**src/rtl/fb_mem_pkg.sv**
```systemverilog
// rtl/fb_mem_pkg.sv - shared frame-buffer BRAM constants, op codes, client slots, fetch FSM encoding
//
// Purpose : common definitions for clients of the frame-buffer BRAM arbiter.
// Ports   : none (package).
package fb_mem_pkg;

  localparam int ADDR_W = 17;
  localparam int DATA_W = 32;
  localparam int OP_W   = 4;

  localparam logic [OP_W-1:0] OP_READ   = 4'b0000;
  localparam logic [OP_W-1:0] OP_WR_ALL = 4'b1111;

  localparam int CLIENT_FETCH    = 0;
  localparam int CLIENT_RECTFILL = 1;
  localparam int CLIENT_RECTPIX  = 2;

  typedef enum logic [1:0] {
    ST_IDLE  = 2'd0,
    ST_FETCH = 2'd1,
    ST_DRAIN = 2'd2
  } fetch_state_t;

endpackage

```
**src/rtl/fetch_fifo.sv**
```systemverilog
// rtl/fetch_fifo.sv - synchronous return-data FIFO for the pixel fetch client
//
// Purpose : DEPTH x WIDTH FIFO, DEPTH a power of two. Head word is shown on
//           dout combinationally (zero when empty).
// Ports   : clk, rst_ (async active-low), flush (drop all entries),
//           push/din (write tail), pop (advance head), dout (head word),
//           count (entries held), empty, full.
module fetch_fifo #(
  parameter int DEPTH = 8,
  parameter int WIDTH = 32
) (
  input  logic                     clk,
  input  logic                     rst_,
  input  logic                     flush,
  input  logic                     push,
  input  logic                     pop,
  input  logic [WIDTH-1:0]         din,
  output logic [WIDTH-1:0]         dout,
  output logic [$clog2(DEPTH):0]   count,
  output logic                     empty,
  output logic                     full
);

  localparam int PTR_W = $clog2(DEPTH);
  localparam logic [PTR_W:0] DEPTH_V = (PTR_W+1)'(DEPTH);

  logic [WIDTH-1:0] mem [DEPTH];
  logic [PTR_W-1:0] wr_ptr;
  logic [PTR_W-1:0] rd_ptr;
  logic             do_push;
  logic             do_pop;

  assign empty   = (count == '0);
  assign full    = (count == DEPTH_V);
  assign do_pop  = pop && !empty;
  // A push into a full FIFO is fine when the head leaves in the same cycle.
  assign do_push = push && (!full || do_pop);
  assign dout    = empty ? '0 : mem[rd_ptr];

  always_ff @(posedge clk) begin
    if (do_push && !flush) mem[wr_ptr] <= din;
  end

  always_ff @(posedge clk or negedge rst_) begin
    if (!rst_) begin
      wr_ptr <= '0;
      rd_ptr <= '0;
      count  <= '0;
    end else if (flush) begin
      wr_ptr <= '0;
      rd_ptr <= '0;
      count  <= '0;
    end else begin
      if (do_push) wr_ptr <= wr_ptr + 1'b1;
      if (do_pop)  rd_ptr <= rd_ptr + 1'b1;
      case ({do_push, do_pop})
        2'b10:   count <= count + 1'b1;
        2'b01:   count <= count - 1'b1;
        default: count <= count;
      endcase
    end
  end

endmodule

```
**src/rtl/pixel_fetch_client.sv**
```systemverilog
// rtl/pixel_fetch_client.sv - frame-buffer read requester feeding a pixel-word stream
//
// Purpose : walks a frame region of BRAM issuing sequential reads through the
//           arbiter rts/rtr port, captures read-back words from the broadcast
//           bus by its own strobe bit and streams them out of a credit-guarded
//           FIFO. Optional statistics counters under `PIXEL_FETCH_STATS_EN.
// Ports   : clk, rst_ (async active-low)
//           start/stop            - control pulses
//           base_addr/frame_words - frame region, sampled on start
//           mem_addr/mem_wrdata/mem_op/mem_rts_out/mem_rtr_in - request port
//           bcast_data/bcast_xfc  - arbiter read-back bus
//           pix_data/pix_rts_out/pix_rtr_in - pixel-word output stream
//           busy, frame_done      - status
//           underflow_cnt, stall_cnt - only with PIXEL_FETCH_STATS_EN
module pixel_fetch_client #(
  parameter int NUM_ENGINES = 3,
  parameter int CLIENT_IDX  = fb_mem_pkg::CLIENT_FETCH,
  parameter int FIFO_DEPTH  = 8,
  parameter int ADDR_W      = fb_mem_pkg::ADDR_W
) (
  input  logic                   clk,
  input  logic                   rst_,
  input  logic                   start,
  input  logic                   stop,
  input  logic [ADDR_W-1:0]      base_addr,
  input  logic [ADDR_W-1:0]      frame_words,
  output logic [ADDR_W-1:0]      mem_addr,
  output logic [31:0]            mem_wrdata,
  output logic [3:0]             mem_op,
  output logic                   mem_rts_out,
  input  logic                   mem_rtr_in,
  input  logic [31:0]            bcast_data,
  input  logic [NUM_ENGINES-1:0] bcast_xfc,
  output logic [31:0]            pix_data,
  output logic                   pix_rts_out,
  input  logic                   pix_rtr_in,
  output logic                   busy,
  output logic                   frame_done
`ifdef PIXEL_FETCH_STATS_EN
  ,
  output logic [15:0]            underflow_cnt,
  output logic [15:0]            stall_cnt
`endif
);

  import fb_mem_pkg::*;

  localparam int CNT_W = $clog2(FIFO_DEPTH) + 1;
  localparam logic [CNT_W:0] DEPTH_V = (CNT_W+1)'(FIFO_DEPTH);

  fetch_state_t state;
  fetch_state_t state_nxt;
  logic         rts_nxt;

  logic [ADDR_W-1:0]      cur_addr;
  logic [ADDR_W-1:0]      base_q;
  logic [ADDR_W-1:0]      len_q;
  logic [ADDR_W-1:0]      word_idx;
  logic [CNT_W-1:0]       outstanding;
  logic [CNT_W-1:0]       fifo_count;
  logic                   fifo_empty;
  logic                   fifo_full;
  logic [CNT_W:0]         committed;
  logic [NUM_ENGINES-1:0] client_mask;

  logic mxfc;
  logic pxfc;
  logic ret_hit;
  logic ret_take;
  logic launch;
  logic last_word;
  logic credit_ok;

  assign client_mask = NUM_ENGINES'(1) << CLIENT_IDX;
  assign ret_hit     = |(bcast_xfc & client_mask);

  assign mxfc      = mem_rts_out && mem_rtr_in;
  assign pxfc      = pix_rts_out && pix_rtr_in;
  assign launch    = (state == ST_IDLE) && start && !stop && (frame_words != '0);
  assign last_word = (word_idx == len_q - 1'b1);

  // Returns only count when we are actually waiting for one; stray strobes
  // while idle or with nothing in flight are dropped.
  assign ret_take = ret_hit && (state != ST_IDLE) && (outstanding != '0) && !fifo_full;

  // Every word already in the FIFO or in flight, plus the request handing
  // over right now, holds a FIFO slot. Pops this cycle are not credited until
  // they are visible in fifo_count, so the FIFO can never overflow.
  assign committed = {1'b0, fifo_count} + {1'b0, outstanding} + (CNT_W+1)'(mxfc);
  assign credit_ok = (committed < DEPTH_V);

  // The address counter itself is the request address: it only moves on a
  // handshake or on launch (when no request is pending), so it is stable
  // for as long as mem_rts_out is held.
  assign mem_addr   = cur_addr;
  assign mem_wrdata = '0;
  assign mem_op     = OP_READ;
  assign busy       = (state != ST_IDLE);
  assign frame_done = mxfc && last_word;

  always_ff @(posedge clk or negedge rst_) begin
    if (!rst_) state <= ST_IDLE;
    else       state <= state_nxt;
  end

  always_comb begin
    state_nxt = state;
    rts_nxt   = 1'b0;
    case (state)
      ST_IDLE:  if (launch) state_nxt = ST_FETCH;
      ST_FETCH: if (stop)   state_nxt = ST_DRAIN;
      ST_DRAIN: if (!mem_rts_out && (outstanding == '0)) state_nxt = ST_IDLE;
      default:  state_nxt = ST_IDLE;
    endcase
    // A pending request is held until taken, even after stop.
    if (mem_rts_out && !mem_rtr_in) rts_nxt = 1'b1;
    else if ((state == ST_FETCH) && !stop && credit_ok) rts_nxt = 1'b1;
  end

  always_ff @(posedge clk or negedge rst_) begin
    if (!rst_) begin
      mem_rts_out <= 1'b0;
      cur_addr    <= '0;
      base_q      <= '0;
      len_q       <= '0;
      word_idx    <= '0;
      outstanding <= '0;
    end else begin
      mem_rts_out <= rts_nxt;
      if (launch) begin
        base_q   <= base_addr;
        len_q    <= frame_words;
        cur_addr <= base_addr;
        word_idx <= '0;
      end else if (mxfc) begin
        if (last_word) begin
          cur_addr <= base_q;
          word_idx <= '0;
        end else begin
          cur_addr <= cur_addr + 1'b1;
          word_idx <= word_idx + 1'b1;
        end
      end
      case ({mxfc, ret_take})
        2'b10:   outstanding <= outstanding + 1'b1;
        2'b01:   outstanding <= outstanding - 1'b1;
        default: outstanding <= outstanding;
      endcase
    end
  end

  fetch_fifo #(
    .DEPTH (FIFO_DEPTH),
    .WIDTH (DATA_W)
  ) u_fifo (
    .clk   (clk),
    .rst_  (rst_),
    .flush (launch),
    .push  (ret_take),
    .pop   (pxfc),
    .din   (bcast_data),
    .dout  (pix_data),
    .count (fifo_count),
    .empty (fifo_empty),
    .full  (fifo_full)
  );

  assign pix_rts_out = !fifo_empty;

`ifdef PIXEL_FETCH_STATS_EN
  always_ff @(posedge clk or negedge rst_) begin
    if (!rst_) begin
      underflow_cnt <= '0;
      stall_cnt     <= '0;
    end else begin
      if (launch)
        underflow_cnt <= '0;
      else if ((state == ST_FETCH) && pix_rtr_in && fifo_empty && (underflow_cnt != 16'hFFFF))
        underflow_cnt <= underflow_cnt + 1'b1;
      if (mem_rts_out && !mem_rtr_in && (stall_cnt != 16'hFFFF))
        stall_cnt <= stall_cnt + 1'b1;
    end
  end
`endif

endmodule

```
**config.mk**
```make
export PLATFORM = sky130hd
export DESIGN_NAME = pixel_fetch_client
export DESIGN_NICKNAME = d
export VERILOG_FILES = /design/src/rtl/fb_mem_pkg.sv /design/src/rtl/fetch_fifo.sv /design/src/rtl/pixel_fetch_client.sv
export SDC_FILE = /design/constraint.sdc
export NUM_CORES = 1
export LEC_CHECK = 0
export CAP_MARGIN = 20
export CORE_ASPECT_RATIO = 0.6
export CORE_MARGIN = 2
export CORE_UTILIZATION = 30
export DETAILED_ROUTE_END_ITERATION = 8
export DONT_BUFFER_PORTS = 1
export PLACE_DENSITY = 0.47
export SLEW_MARGIN = 20
export SYNTH_ARGS = -nofsm -noshare
export SYNTH_HDL_FRONTEND = slang
export SYNTH_SLANG_ARGS = --single-unit
export TNS_END_PERCENT = 30
```
**constraint.sdc**
```tcl
create_clock -name clk -period 8.55 [get_ports clk]
set_input_delay 1.71 -clock clk [delete_from_list [all_inputs] [get_ports clk]]
set_output_delay 1.71 -clock clk [all_outputs]
set_load 0.01 [all_outputs]
```
==> qor.csv, run 1 <==
stage;metric;value;unit
run_status;outcome;completed;
sta;Slew HR;30.79;%
synth;asr flop ratio synth;24.93;%
synth;Seq/Total Area, Yosys;64.63;%
setup_path;R2R cell count;8;
floorplanning;I/O pin count;164;
drt;Vias/cell;4.990;
cts;CTS H-tree depth;2;
placed_design;GP Congestion;0.8047;
cts;CTS buffer count;36;
global_route;met2 GRT Util;21.11;%
min_path;Hold Crit Endpoint;base_q[3];
cts;worst skew pair latency;0.54;ns
sta;hold_ws;0.4687;ns
layout;area delta synth->final;12.38;%
synth;Mapped Cells;1063;
drt;DRT antenna net count;0;
setup_path;Crit. End Element;primary output;
setup_path;CP Max Fanout;9;
cts;Clk pin slew, worst setup/hold paths;0.06;ns
global_route;vias in the first global route;8773;
floorplanning;die height;178.3;um
floorplanning;site row count;63;
sta;endpoints failing hold;0;
synth;Synth top area share;50.62;%
drt;drt first pass iters;5;
sta;RSZ-0062 raised after global routing;no;
global_route;met3 Track Usage GR;3.352;%
cts;clock buffer depth;3;
placed_design;port bufs;0;
global_route;met1 usage;20.72;%
synth;Cell Area, Synth;15190;um2
global_route;Most Crowded Layer GR;met2;
cts;Post-CTS Setup Bufs;0;
sta;Slew @ Worst Pin;1.029;ns
setup_path;Worst Path Required;6.84;ns
cts;Sink Count;341;
global_route;first-pass GRT wire length;56160;um
setup_path;slack of the worst reg-to-reg path;4.23;ns
sta;Final setup viols;0;
synth;warnings from Yosys;0;
drt;post-DR wirelength/cell;20.95;um
synth;ys flop type;edfxtp_1;
sta;fin crit share;68.02;%
global_route;total grt overflow;0;
power_and_ir_drop;Pwr Density;316.1;nW/um2
setup_path;Crit Path Class;register to primary output;
sta;Period minus WS final;5.816;ns
layout;commonest non-fill, non-tap cell in the layout;edfxtp_1;
cts;cts repair resizes;0;
drt;DR vias;8717;
min_path;Hold/Removal Path Class;register to register;
synth;number of distinct library cells after synthesis;69;
synth;dominant cell type by area after synthesis;edfxtp_1;
drt;DR iter-0 viols;622;
drt;DRC viols;0;
sta;Setup Skew;0.01836;ns
layout;ratio of cells with drive above 1 in the final layout;15.05;%
drt;DRT Wirelength;36600;um
power_and_ir_drop;Peak VDD IR;0.1357;mV
synth;post-synthesis register bit count;341;
global_route;initial antenna violation count;1;
synth;EDFF count, synth;256;
synth;average size of a mapped cell;14.29;um2
setup_path;Worst EP arrival;4.11;ns
min_path;hold_sp;base_q[3];
cts;Root Buffer;clkbuf_16;
power_and_ir_drop;Lkg Pwr;5.947;nW
global_route;total track usage;14.16;%
sta;f_max;0.1719;GHz
setup_path;FF-to-FF Start;len_q[2];
layout;most frequent cells in the layout;edfxtp_1, nand2_1, dfrtp_1, mux4_2, nor2_1;
job;Max-Cap Viols;0;
layout;Total Nets Final;1159;
setup_path;worst r2r dst;mem_addr[14];
floorplanning;Die W;294.5;um
cts;TritonCTS clock tree;yes;
sta;fin. max-slew vios;0;
placed_design;half-perimeter wire length after placement;22070;um
setup_path;Setup crit start kind;register;
floorplanning;initial core utilization;30.58;%
layout;Filler cells;4770;
sta;setup TNS;0;ns
synth;top cells by area, synth;edfxtp_1, dfrtp_1, mux4_2;
cts;hold buffer count at CTS;0;
global_route;largest net degree at the start of global routing;86;
floorplanning;total core area;49660;um2
min_path;Hold Path Cell Cnt;2;
floorplanning;DIE AREA;52490;um2
## per-stage QoR
step / cells / instance area, um2 / utilization (%) / total power, mW / setup WS [ns]
3_3_place_gp: 1680 / 15840 / 31.90 / 3.811 / 3.478
2_1_floorplan: 1098 / 15320 / - / 3.414 / 3.133
3_5_place_dp: 1680 / 15840 / 31.90 / 3.821 / 3.426
6_report: 1747 / 17070 / 34.37 / 5.394 / 2.734
4_1_cts: 1746 / 17060 / 34.36 / 5.479 / 2.821
5_1_grt: 1747 / 17070 / 34.37 / 5.725 / 2.629
## worst max-delay path, cell delays in order (launching register included)
cell,delay (ns)
dfrtp_1,0.48
nor4_1,0.91
nand4_1,0.42
or4b_1,0.60
a21oi_1,0.38
or2_2,0.21
nand2b_1,0.16
nor2_1,0.41
## worst max-delay path by stage
stage,from,endpoint,slack (ns),cells after the start
CTS,len_q[2],frame_done,2.82,7
finish,len_q[2],frame_done,2.73,7
global route,len_q[2],frame_done,2.63,7
floorplan,bcast_xfc[0],u_fifo.mem[2][0],3.13,4
detailed placement,len_q[2],frame_done,3.43,7
global placement,len_q[2],frame_done,3.48,7
## registers in the layout, summed over array words and instances (netlist names)
name	cells
len_q	17
u_fifo.mem	256
u_fifo.rd_ptr	3
outstanding	4
u_fifo.count	4
base_q	17
mem_addr	17
u_fifo.wr_ptr	3
word_idx	17
mem_rts_out	1
state	2
## cell families after synthesis
family	Yosys count	synth area share, %
buffers and inverters	103	3.675
flip-flops	341	64.63
adder cells (fa/ha/maj)	16	1.417
XOR/XNOR	28	1.615
AND/OR/NAND/NOR	326	10.35
multiplexers	104	12.15
AO/OA/AOI/OAI	144	6.138
other	1	0.02469
## synthesized netlist by cell type (8+ instances only)
master	count
and3_1	10
ha_1	14
nor3_1	16
nand2_1	131
nor4_1	15
nand4_1	12
a21oi_1	34
dfrtp_1	85
buf_4	36
mux2i_1	37
xor2_1	11
mux4_2	64
xnor2_1	17
inv_1	16
o31ai_1	8
o21ai_0	34
clkbuf_1	30
o211ai_1	9
edfxtp_1	256
nor2_1	64
buf_1	14
nand3_1	21
a31oi_1	17
## layout make-up
| class | count | area [um2] | area share (%) |
|---|---|---|---|
| Antenna cell | 1 | 2.502 | 0.01466 |
| Clock buffer | 41 | 919.6 | 5.389 |
| Clock inverter | 25 | 300.3 | 1.760 |
| Inverter | 17 | 63.81 | 0.3739 |
| Multi-Input combinational cell | 654 | 5011 | 29.36 |
| Sequential cell | 341 | 9821 | 57.54 |
| Tap cell | 650 | 813.3 | 4.765 |
| Timing Repair Buffer | 18 | 135.1 | 0.7918 |
## routing by layer
| metal | share of wire [%] | wire length (um) |
|---|---|---|
| met2 | 44 | 16150 |
| met5 | 0 | 0 |
| met4 | 2.0 | 721 |
| met3 | 6.1 | 2241 |
| met1 | 48 | 17480 |
## where the power goes
group	switching (mW)	internal (mW)	total, mW	leakage (nW)
logic	0.852	0.630	1.48	1.97
clock network	0.673	0.964	1.64	0.600
registers	0.266	2.01	2.28	3.38
total	1.79	3.60	5.39	5.95
Note: power is estimated with default switching activity, not from simulation.
==> run 2: changes to the inputs <==
Clock period 8.55 ns to 5.5 ns, I/O delays scaled along.
==> qor.csv, run 2 (synthesis gave the netlist of run 1 again) <==
stage;metric;value;unit;change
floorplanning;Die W;294.5;um;unchanged
layout;Filler cells;4792;;was 4770
layout;Final Cell Area;17140;um2;was 17070 um2
placed_design;port bufs;0;;unchanged
setup_path;slack of the worst reg-to-reg path;1.31;ns;was 4.23 ns
floorplanning;initial core utilization;30.58;%;unchanged
cts;Sink Count;341;;unchanged
layout;Total Nets Final;1162;;was 1159
cts;Post-CTS Setup Bufs;0;;unchanged
setup_path;CP Max Fanout;9;;unchanged
floorplanning;total core area;49660;um2;unchanged
cts;Clk pin slew, worst setup/hold paths;0.07;ns;was 0.06 ns
setup_path;Crit Path Class;register to primary output;;unchanged
cts;hold buffer count at CTS;0;;unchanged
placed_design;half-perimeter wire length after placement;23320;um;was 22070 um
setup_path;R2R cell count;8;;unchanged
power_and_ir_drop;Pwr Density;495.8;nW/um2;was 316.1 nW/um2
sta;Period minus WS final;5.154;ns;
setup_path;FF-to-FF Start;len_q[2];;unchanged
sta;Final setup viols;0;;unchanged
sta;setup TNS;0;ns;unchanged
floorplanning;DIE AREA;52490;um2;unchanged
sta;f_max;0.1940;GHz;
setup_path;Crit. End Element;primary output;;unchanged
placed_design;GP Congestion;0.7998;;was 0.8047
layout;commonest non-fill, non-tap cell in the layout;edfxtp_1;;unchanged
drt;drt first pass iters;5;;unchanged
job;Max-Cap Viols;0;;unchanged
layout;largest register by flop count;u_fifo.mem;;unchanged
global_route;total track usage;14.30;%;was 14.16%
global_route;largest net degree at the start of global routing;86;;unchanged
floorplanning;I/O pin count;164;;unchanged
drt;DRC viols;0;;unchanged
run_status;outcome;completed;;unchanged
drt;DRT antenna net count;0;;unchanged
sta;Slew HR;38.21;%;was 30.79%
cts;TritonCTS clock tree;yes;;unchanged
sta;RSZ-0062 raised after global routing;no;;unchanged
drt;post-DR wirelength/cell;21.36;um;was 20.95 um
sta;Slew @ Worst Pin;0.9184;ns;was 1.029 ns
drt;DRT Wirelength;37350;um;was 36600 um
floorplanning;die height;178.3;um;unchanged
sta;fin. max-slew vios;0;;unchanged
power_and_ir_drop;Peak VDD IR;0.2028;mV;was 0.1357 mV
layout;Largest register FFs;256;;unchanged
cts;worst skew pair latency;0.53;ns;was 0.54 ns
global_route;vias in the first global route;8744;;was 8773
floorplanning;site row count;63;;unchanged
cts;clock buffer depth;3;;unchanged
sta;endpoints failing hold;0;;unchanged
setup_path;Worst EP arrival;4.05;ns;was 4.11 ns
setup_path;Setup crit start kind;register;;unchanged
sta;Setup Skew;0.02291;ns;was 0.01836 ns
drt;DR vias;8784;;was 8717
drt;DR iter-0 viols;810;;was 622
cts;cts repair resizes;0;;unchanged
cts;Root Buffer;clkbuf_16;;unchanged
placed_design;placed inst area;15870;um2;was 15840 um2
global_route;initial antenna violation count;1;;unchanged
layout;most frequent cells in the layout;edfxtp_1, nand2_1, dfrtp_1, mux4_2, nor2_1;;unchanged
layout;area delta synth->final;12.87;%;was 12.38%
layout;ratio of cells with drive above 1 in the final layout;15.57;%;was 15.05%
min_path;Hold/Removal Path Class;input pin to async pin;;was register to register
power_and_ir_drop;Lkg Pwr;5.985;nW;was 5.947 nW
drt;Vias/cell;5.022;;was 4.990
setup_path;worst r2r dst;word_idx[4];;was mem_addr[14]
cts;CTS H-tree depth;2;;unchanged
sta;fin crit share;93.71;%;
global_route;first-pass GRT wire length;56610;um;was 56160 um
setup_path;Worst Path Required;4.40;ns;was 6.84 ns
global_route;total grt overflow;0;;unchanged
cts;CTS buffer count;36;;unchanged
[run 2: routing by layer]
metal | part of all wire [%] | global-route usage, % | vias to the layer above | routed length, um
li1 | - | - | 3995 | -
met1 | 50 | 21.56 | 4550 | 18610
met2 | 44 | 20.99 | 197 | 16320
met3 | 4.7 | 2.891 | 42 | 1740
met4 | 1.8 | 3.444 | 0 | 683
met5 | 0 | 0 | - | 0
[run 2: report_power, final]
part           internal (mW)  switching (mW)
Sequential              3.12           0.452
Combinational          0.979            1.30
Clock                   1.59            1.06
[run 2: layout make-up]
| cell class | count | area [um2] | area share [%] |
|---|---|---|---|
| antenna | 1 | 2.502 | 0.01460 |
| clock buffer | 39 | 912.1 | 5.322 |
| clock inverter | 26 | 352.8 | 2.059 |
| inverter | 17 | 63.81 | 0.3723 |
| multi-input combinational | 654 | 5017 | 29.27 |
| sequential | 341 | 9821 | 57.30 |
| tap | 650 | 813.3 | 4.745 |
| timing repair buffer | 21 | 157.7 | 0.9198 |
[run 2: how the worst max path moves through the flow]
stage / start / endpoint / cells past startpoint
floorplan: bcast_xfc[0] / u_fifo.mem[2][0] / 4
global placement: len_q[2] / frame_done / 7
detailed placement: len_q[2] / frame_done / 7
CTS: len_q[2] / frame_done / 7
global route: len_q[2] / frame_done / 7
finish: len_q[2] / frame_done / 7
[run 2: per-stage QoR]
step	worst slack, ns	total power [mW]	cells	utilization (%)	hold WS [ns]
after detailed placement	0.9682	5.944	1683	31.96	0.4542
final	0.3459	8.498	1749	34.52	0.2727
after CTS	0.3932	8.618	1748	34.51	0.2356
after global routing	0.1581	9.001	1749	34.52	0.2396
after floorplan	0.6931	5.308	1098	-	0.4371
after global placement	1.051	5.918	1683	31.95	0.4532
[run 2: worst max-delay path, stage by stage, from the launching register on]
cell and delay, ns:
dfrtp_1 0.47, nor4_1 0.82, nand4_1 0.41, or4b_1 0.59, a21oi_1 0.46, or2_2 0.23, nand2b_1 0.16, nor2_1 0.39
